### src/rtl/fp_pkg.sv
// Shared definitions for the float-producing blocks.
//   EXP_W / FRAC_W   : IEEE-754 single field widths
//   EXP_BIAS         : single precision exponent bias
//   NORM_EXP_START   : exponent of a 32-bit magnitude whose MSB sits at bit 31
//   state_t          : converter FSM states
package fp_pkg;
    localparam int EXP_W    = 8;
    localparam int FRAC_W   = 23;
    localparam int EXP_BIAS = 127;
    localparam logic [EXP_W-1:0] NORM_EXP_START = 8'd158;  // bias + 31

    typedef enum logic [1:0] {
        IDLE = 2'd0,
        NORM = 2'd1,
        DONE = 2'd2
    } state_t;
endpackage

### src/rtl/int_to_fp32_if.sv
// Handshake bundle for the integer-to-float converter.
//   in_valid/in_ready/in_data            : integer word in
//   out_valid/out_ready/out_data/inexact : float result out
// slave  : converter side
// master : producer/consumer side
interface int_to_fp32_if;
    logic        in_valid;
    logic        in_ready;
    logic [31:0] in_data;
    logic        out_valid;
    logic        out_ready;
    logic [31:0] out_data;
    logic        out_inexact;

    modport slave (
        input  in_valid, in_data, out_ready,
        output in_ready, out_valid, out_data, out_inexact
    );

    modport master (
        output in_valid, in_data, out_ready,
        input  in_ready, out_valid, out_data, out_inexact
    );
endinterface

### src/rtl/fp_round_rne.sv
// Round-to-nearest-even of a normalised magnitude to a 23-bit fraction.
//   mag      : normalised magnitude below the implicit one (bit 31 dropped)
//   exp_in   : biased exponent of the normalised value
//   exp_out  : exponent after a possible mantissa carry-out
//   frac_out : rounded fraction
//   inexact  : discarded bits were nonzero
module fp_round_rne
    import fp_pkg::*;
(
    input  logic [30:0]       mag,
    input  logic [EXP_W-1:0]  exp_in,
    output logic [EXP_W-1:0]  exp_out,
    output logic [FRAC_W-1:0] frac_out,
    output logic              inexact
);
    logic            lsb;
    logic            guard;
    logic            sticky;
    logic            round_up;
    logic [FRAC_W:0] frac_sum;

    assign lsb      = mag[8];
    assign guard    = mag[7];
    assign sticky   = |mag[6:0];
    assign round_up = guard & (sticky | lsb);

    // One extra bit catches the all-ones carry; the low bits are then zero,
    // so the fraction wraps to 0 and the exponent takes the carry.
    assign frac_sum = {1'b0, mag[30:8]} + {{FRAC_W{1'b0}}, round_up};
    assign frac_out = frac_sum[FRAC_W-1:0];
    assign exp_out  = exp_in + {{(EXP_W-1){1'b0}}, frac_sum[FRAC_W]};
    assign inexact  = guard | sticky;
endmodule

### src/rtl/int_to_fp32.sv
// Sequential 32-bit integer to IEEE-754 single converter.
// Normalises one bit per cycle, then rounds to nearest even.
//   clk, rst : clock, synchronous active-high reset
//   bus      : valid/ready in (integer) and out (float + inexact)
//   SIGNED   : 1 = two's complement input, 0 = unsigned input
module int_to_fp32
    import fp_pkg::*;
#(
    parameter bit SIGNED = 1'b1
) (
    input  logic           clk,
    input  logic           rst,
    int_to_fp32_if.slave   bus
);
    state_t             state;
    state_t             state_next;
    logic [31:0]        mag;
    logic [EXP_W-1:0]   exp_q;
    logic               sign;
    logic [31:0]        out_data_q;
    logic               out_inexact_q;

    logic               accept;
    logic               in_sign;
    logic [31:0]        in_mag;

    logic [EXP_W-1:0]   rnd_exp;
    logic [FRAC_W-1:0]  rnd_frac;
    logic               rnd_inexact;

    assign accept  = bus.in_valid && (state == IDLE);
    assign in_sign = SIGNED ? bus.in_data[31] : 1'b0;
    // -2^31 negates to 0x80000000, which is the right unsigned magnitude.
    assign in_mag  = in_sign ? (~bus.in_data + 32'd1) : bus.in_data;

    fp_round_rne u_round (
        .mag      (mag[30:0]),
        .exp_in   (exp_q),
        .exp_out  (rnd_exp),
        .frac_out (rnd_frac),
        .inexact  (rnd_inexact)
    );

    always_ff @(posedge clk) begin
        if (rst) state <= IDLE;
        else     state <= state_next;
    end

    always_comb begin
        state_next = state;
        case (state)
            IDLE: if (accept) state_next = (in_mag == 32'd0) ? DONE : NORM;
            NORM: if (mag[31]) state_next = DONE;
            DONE: if (bus.out_ready) state_next = IDLE;
            default: state_next = IDLE;
        endcase
    end

    always_ff @(posedge clk) begin
        if (rst) begin
            mag           <= '0;
            exp_q         <= '0;
            sign          <= 1'b0;
            out_data_q    <= '0;
            out_inexact_q <= 1'b0;
        end else begin
            case (state)
                IDLE: begin
                    if (accept) begin
                        sign  <= in_sign;
                        mag   <= in_mag;
                        exp_q <= NORM_EXP_START;
                        if (in_mag == 32'd0) begin
                            out_data_q    <= '0;
                            out_inexact_q <= 1'b0;
                        end
                    end
                end
                NORM: begin
                    if (!mag[31]) begin
                        mag   <= mag << 1;
                        exp_q <= exp_q - 8'd1;
                    end else begin
                        out_data_q    <= {sign, rnd_exp, rnd_frac};
                        out_inexact_q <= rnd_inexact;
                    end
                end
                default: ;  // DONE holds the result until taken
            endcase
        end
    end

    assign bus.in_ready    = (state == IDLE);
    assign bus.out_valid   = (state == DONE);
    assign bus.out_data    = out_data_q;
    assign bus.out_inexact = out_inexact_q;
endmodule

### src/flat_wrapper.sv
// flat-port wrapper written by rule: the top's interface ports become plain ports
module int_to_fp32_flat import fp_pkg::*;
#(
    parameter bit SIGNED = 1'b1
)
  (clk, rst, bus_in_valid, bus_in_data, bus_out_ready, bus_in_ready, bus_out_valid, bus_out_data, bus_out_inexact);
  int_to_fp32_if bus_i ();
  input  logic clk;
  input  logic rst;
  input wire logic [$bits(bus_i.in_valid)-1:0] bus_in_valid;
  input wire logic [$bits(bus_i.in_data)-1:0] bus_in_data;
  input wire logic [$bits(bus_i.out_ready)-1:0] bus_out_ready;
  output wire logic [$bits(bus_i.in_ready)-1:0] bus_in_ready;
  output wire logic [$bits(bus_i.out_valid)-1:0] bus_out_valid;
  output wire logic [$bits(bus_i.out_data)-1:0] bus_out_data;
  output wire logic [$bits(bus_i.out_inexact)-1:0] bus_out_inexact;
  assign bus_i.in_valid = bus_in_valid;
  assign bus_i.in_data = bus_in_data;
  assign bus_i.out_ready = bus_out_ready;
  assign bus_in_ready = bus_i.in_ready;
  assign bus_out_valid = bus_i.out_valid;
  assign bus_out_data = bus_i.out_data;
  assign bus_out_inexact = bus_i.out_inexact;
  int_to_fp32 #(.SIGNED(SIGNED)) u_core (.clk(clk), .rst(rst), .bus(bus_i));
endmodule
### config.mk
export PLATFORM = sky130hd
export DESIGN_NAME = int_to_fp32_flat
export DESIGN_NICKNAME = d
export VERILOG_FILES = /design/src/rtl/fp_pkg.sv /design/src/rtl/int_to_fp32_if.sv /design/src/rtl/fp_round_rne.sv /design/src/rtl/int_to_fp32.sv /design/src/flat_wrapper.sv
export SDC_FILE = /design/constraint.sdc
export NUM_CORES = 1
export LEC_CHECK = 0
export CAP_MARGIN = 10
export CORE_UTILIZATION = 55
export CTS_CLUSTER_DIAMETER = 200
export DETAILED_ROUTE_END_ITERATION = 8
export PLACE_DENSITY = 0.79
export SETUP_SLACK_MARGIN = 0.5
export SLEW_MARGIN = 20
export SYNTH_ARGS = -nofsm -noshare
export SYNTH_HDL_FRONTEND = slang
export SYNTH_SLANG_ARGS = --single-unit
### constraint.sdc
create_clock -name clk -period 7.55 [get_ports clk]
set_input_delay 1.1325 -clock clk [delete_from_list [all_inputs] [get_ports clk]]
set_output_delay 1.1325 -clock clk [all_outputs]
set_load 0.02 [all_outputs]
==> results of run 1 <==
[final cells by class]
class                   count  area (um^2)  share of cell area [%]
flip-flops and latches     76         1520                    26.3
clock buffers              10          138                    2.38
clock inverters             6          111                    1.93
multi-input cells         478         3100                    53.5
well taps                 105          131                    2.27
repair buffers             77          753                    13.0
inverters                   9         33.8                   0.584
[sequential cells by signal (all words and copies together) (netlist names)]
signal	count
u_core.bus.out_data	32
u_core.bus.out_inexact	1
u_core.exp_q	8
u_core.mag	32
u_core.sign	1
u_core.state	2
[power by group through the flow]
stage          clock network [mW]  registers [mW]  logic, mW
2_1_floorplan                   0           0.463      0.157
3_3_place_gp                    0           0.477      0.207
3_5_place_dp                    0           0.479      0.212
4_1_cts                     0.381           0.470      0.213
5_1_grt                     0.400           0.476      0.237
6_report                    0.378           0.471      0.215
[how the worst min path moves through the flow]
stage | start | endpoint | slack [ns] | depth (start not counted)
6_report | u_core.bus.out_data[15]$_SDFFE_PP0P_ | u_core.bus.out_data[15]$_SDFFE_PP0P_ | 0.46 | 2
3_5_place_dp | u_core.sign$_SDFFE_PP0P_ | u_core.sign$_SDFFE_PP0P_ | 0.45 | 2
2_1_floorplan | u_core.sign$_SDFFE_PP0P_ | u_core.sign$_SDFFE_PP0P_ | 0.44 | 2
3_3_place_gp | u_core.sign$_SDFFE_PP0P_ | u_core.sign$_SDFFE_PP0P_ | 0.45 | 2
4_1_cts | u_core.sign$_SDFFE_PP0P_ | u_core.sign$_SDFFE_PP0P_ | 0.46 | 2
5_1_grt | u_core.bus.out_data[15]$_SDFFE_PP0P_ | u_core.bus.out_data[15]$_SDFFE_PP0P_ | 0.48 | 2
[kinds of logic (layout without fill, tap and decap cells)]
logic type,Yosys count,in the layout,synth area share (%)
muxes,36,36,7.52
DFF,76,76,31.3
AOI/OAI and AO/OA,121,121,17.8
xor gates and xnor gates,62,62,11.2
buffers and inverters,54,102,4.95
adders and majority gates,6,6,1.55
and+or+nand+nor,253,253,25.7
[metrics by stage]
stage	utilization (%)	total power [mW]	instances	setup WS, ns
3_3_place_gp	66.0	0.684	745	2.40
6_report	69.0	1.06	761	2.63
3_5_place_dp	66.0	0.691	745	2.30
2_1_floorplan	-	0.621	608	3.53
5_1_grt	69.0	1.11	761	2.39
4_1_cts	69.0	1.06	761	2.67
[cells in the mapped netlist (9+ instances only)]
cell type,count,area [um^2]
a211oi_1,10,75.1
o21ai_0,48,240
mux2i_1,32,320
xnor2_1,35,307
nor4_1,13,81.3
o211a_1,13,130
nand2_1,94,353
a21oi_1,9,45.0
nand3_1,27,135
xor2_1,27,236
nor3_1,13,65.1
dfxtp_1,76,1520
nand4_1,10,62.6
o31ai_1,11,82.6
clkbuf_1,35,131
inv_1,9,33.8
nor2_1,51,191
[metal layers]
| metal | GRT usage (%) | vias up |
|---|---|---|
| met5 | 0 | - |
| met4 | 7.96 | 0 |
| met3 | 3.32 | 15 |
| met2 | 45.7 | 181 |
| met1 | 37.0 | 2109 |
| li1 | - | 2265 |
[worst register-to-register path, cell delays in order (launching register included)]
cell     delay (ns)
dfxtp_1        0.37
nor4_1         0.07
nand2_1        0.10
o21a_1         0.12
ha_1           0.19
nand2_1        0.07
nor2_1         0.35
nand4_1        0.21
nor3_1         0.36
ha_1           0.23
and3_1         0.22
nand3_1        0.10
xnor2_1        0.16
nand2_1        0.08
mux2i_1        0.12
[placed cells by master (no fill, tap or decap), types with 10 or more instances in the layout]
| cell | n |
|---|---|
| xor2_1 | 27 |
| mux2i_1 | 32 |
| xnor2_1 | 35 |
| clkbuf_8 | 10 |
| o31ai_1 | 11 |
| nor2_1 | 51 |
| dfxtp_1 | 76 |
| clkdlybuf4s50_1 | 70 |
| nor4_1 | 13 |
| nand2_1 | 94 |
| nand3_1 | 27 |
| o21ai_0 | 48 |
| a211oi_1 | 10 |
| nand4_1 | 10 |
| nor3_1 | 13 |
| o211a_1 | 13 |
==> impl_metrics.ini, run 1 <==
[route]
drtPass1Iterations = 5
route.met2.wl_um = 5480
first_iter_violations = 358
viasPerCell = 6.01
num_vias = 4570
routed_wl_um = 11900
wl_per_cell_um = 15.7
wl_met1_um = 5600
top_layer = met4
wl_met3_um = 706
ant_nets = 0
remaining_drc_errors = 0

[clock_tree]
cts_setup_buffers = 0
holdBufCountCts = 0
numClockSinks = 76
cts_resized = 0
cts_tree = built
root_buffer = clkbuf_8
cts_buffer_depth = 2
clk_pin_slew_worst_paths_ns = 0.08
htree_num_levels = 3
clkLatencyLatePin_ns = 0.35
numCtsBuffers = 9

[setup_path]
slowest_delay_ns = 0.66
worstPathCellList = clkdlybuf4s50_1 > nor4_4 > nand4_2 > o41ai_1 > xor2_1 > nand4_1 > or4_1 > o21a_2 > mux2_1
r2r_start = u_core.mag[0]$_SDFFE_PP0P_
worst_path_max_delay_cell = clkdlybuf4s50_1
cp.depth = 9
startpoint = bus_in_data[5]
worst-setup-path-type = in -> reg
arrival_ns = 5.15
crit_buf_inv = 1
rr_worst_depth = 14
reg2reg_slack_ns = 4.70
end_kind = register
startpoint_type = primary input
cpLargestDelayFamily = simple AND/OR/NAND/NOR gates
worstPathMaxFanout = 34
reg2reg_to = u_core.bus.out_data[30]$_SDFFE_PP0P_
endpoint = u_core.bus.out_inexact$_SDFFE_PP0P_
required_ns = 7.78

[die]
io_pins = 71
initial_core_util_pct = 57.9
dieArea_mm2 = 0.00921
die_h_um = 96.0
die_x_um = 96.0
core_area_mm2 = 0.00838
num_rows = 33

[global_routing]
grt_pass1_vias = 4083
gr-usage-all-layers_pct = 27.4
grt_max_degree = 39
grt_pass1_wl_um = 19700
antenna_found_initial = 0
grt_overflow = 0

[hold_path]
min_path_type = reg -> reg

[cells_and_area]
fin_nets = 693
post-route-cell-area_mm2 = 0.00578
area_growth_pct = 19.1
n_antenna_cell = 0
drive_above_1_share_pct = 5.49
fillCellCount = 704

[timing]
setup_viol = 0
min_period_ns = 4.92
final_max_slew_viol_count = 0
slew_headroom_pct = 31.2
worst_slew_pin_slew_ns = 1.03
hold_viol_final = 0
rsz0062_at_grt = false
holdWs_ns = 0.461
fmax_ghz = 0.203
finClkSkew_ns = 0.0109
fin_crit_sh_pct = 65.1
fin_setup_tns_ns = 0

[placement]
gp_congestion = 0.924
dp_hpwl_um = 8740
dpl-instance-area_mm2 = 0.00554
io_buffer_count = 70

[pwr]
combinationalPowerShare_pct = 20.2
powerDensity_mw_per_mm2 = 184
leakagePower_nw = 2.28
peakVddDrop_mv = 0.104
intPower_mw = 0.752
clockPowerShare_pct = 35.5
switching_share_pct = 29.3
pwr-share-seq_pct = 44.3
power_switching_mw = 0.311

[yosys]
synth_edf_count = 0
syn_nets = 650
ys_ff_latch = 76
synthCells = 608
avgSynthCellArea_um2 = 7.99
ys_types = 58
synthesis.area_mm2 = 0.00486
yosysWarnings = 0
synth_ff_type = dfxtp_1
synth_seq_area_share_pct = 31.3
ys_async_sr_fraction_pct = 0

[status]
status = completed

[job]
cap_violations = 0
No activity file was read; power rests on OpenSTA's default activity.
==> run 2, diff against run 1 <==
Settings changed: CORE_UTILIZATION 55 to 50, PLACE_DENSITY 0.79 to 0.75.
Clock period 7.55 ns to 4.26 ns, I/O delays scaled along.
==> run 2 against run 1 <==
Sequential cell count did not move. Clock skew fell by 0.0056 ns. Final cell count is 7.1% higher. Die area up 9.8%. Routed wire length is 3.9% higher. Critical path type unchanged. Largest cell class unchanged. Highest routed layer unchanged.
==> impl_metrics.ini, run 2 (synthesized netlist as in run 1, its figures left out) <==
[setup_path]
arrival_ns = 3.89
required_ns = 4.50
startpoint_type = primary input
worst-setup-path-type = in -> reg
end_kind = register
worstPathMaxFanout = 8

[die]
io_pins = 71
initial_core_util_pct = 52.1
num_rows = 35
core_area_mm2 = 0.00933
dieArea_mm2 = 0.0101
die_h_um = 101
die_x_um = 101

[global_routing]
grt_overflow = 0
grt_max_degree = 39
grt_pass1_wl_um = 20300
antenna_found_initial = 0
gr-usage-all-layers_pct = 25.1
grt_pass1_vias = 4343

[placement]
dp_hpwl_um = 8900
place_inst = 790
gp_congestion = 0.877
io_buffer_count = 70

[hold_path]
min_path_type = reg -> reg

[route]
drtPass1Iterations = 5
ant_nets = 0
viasPerCell = 5.73
wl_per_cell_um = 15.2
num_vias = 4669
remaining_drc_errors = 0
routed_wl_um = 12400
first_iter_violations = 391

[timing]
setup_viol = 0
holdWs_ns = 0.458
fmax_ghz = 0.274
fin_crit_sh_pct = 85.7
hold_viol_final = 0
final_max_slew_viol_count = 0
rsz0062_at_grt = false
finClkSkew_ns = 0.00527
worst_slew_pin_slew_ns = 1.03
slew_headroom_pct = 31.6
min_period_ns = 3.65

[clock_tree]
cts_buffer_depth = 2
numCtsBuffers = 9
numClockSinks = 76
htree_num_levels = 3
holdBufCountCts = 0
clkLatencyLatePin_ns = 0.35
root_buffer = clkbuf_8
cts_tree = built
clk_pin_slew_worst_paths_ns = 0.07

[cells_and_area]
fin_nets = 723
drive_above_1_share_pct = 11.1
fin_cells = 815
mostFrequentLayoutCells = 94 x nand2_1, 76 x dfxtp_1, 69 x clkdlybuf4s50_1
area_growth_pct = 25.6
n_antenna_cell = 0
final_common_cell = nand2_1
post-route-util_pct = 65.4

[status]
status = completed

[pwr]
leakagePower_nw = 2.44
peakVddDrop_mv = 0.175
powerDensity_mw_per_mm2 = 288

[job]
cap_violations = 0
-- run 2: power breakdown --
group / total, mW / internal, mW / switching [mW]
Sequential: 0.835 / 0.763 / 0.0716
Clock: 0.512 / 0.260 / 0.253
Combinational: 0.410 / 0.185 / 0.225
-- run 2: layout make-up --
class	count	area, um^2
Clock buffer	15	176
Clock inverter	1	5.00
Fill cell	807	3230
Inverter	9	33.8
Multi-Input combinational cell	478	3180
Sequential cell	76	1520
Tap cell	129	161
Timing Repair Buffer	107	1020
-- run 2: per-stage QoR --
stage | worst slack [ns] | setup TNS (ns) | power [mW] | area [um^2]
final | 0.611 | 0 | 1.76 | 6100
after global routing | 0.492 | 0 | 1.84 | 6100
after CTS | 0.529 | 0 | 1.74 | 5930
after detailed placement | -0.00995 | -0.00995 | 1.24 | 5720
after global placement | 0.0801 | 0 | 1.22 | 5720
after floorplan | 0.738 | 0 | 1.10 | 4860
-- run 2: critical path, stage by stage --
cell and delay (ns):
clkdlybuf4s50_1 0.43, inv_2 0.07, ha_2 0.18, or4b_4 0.48, buf_4 0.18, o31ai_4 0.21
xnor2_2 0.13, a2111oi_4 0.30, nand4_1 0.14, or4_4 0.51, o21a_4 0.30, mux2_1 0.33
-- run 2: metal layers --
metal  vias up  routed length [um]  GRT usage (%)
li1       2320                   -              -
met1      2154                5880           34.3
met2       181                5670           40.9
met3        14                 693           3.33
met4         0                 167           8.14
met5         -                   0              0
-- run 2: timing repair --
item	CTS	global route
setup buffers	1	7
hold endpoints to repair	0	0
endpoints found under the setup margin	33	33
resized for setup	6	17
gates cloned	0	1
pin swaps	2	9
-- run 2: final timing paths --
| check | cells after the start | slack (ns) | startpoint | end |
|---|---|---|---|---|
| min | 2 | 0.46 | u_core.bus.out_data[29]$_SDFFE_PP0P_ | u_core.bus.out_data[29]$_SDFFE_PP0P_ |
| max reg2reg | 14 | 1.46 | u_core.mag[6]$_SDFFE_PP0P_ | u_core.bus.out_data[30]$_SDFFE_PP0P_ |
| max | 12 | 0.61 | bus_in_data[1] | u_core.bus.out_data[22]$_SDFFE_PP0P_ |
| min reg2reg | 2 | 0.46 | u_core.bus.out_data[29]$_SDFFE_PP0P_ | u_core.bus.out_data[29]$_SDFFE_PP0P_ |
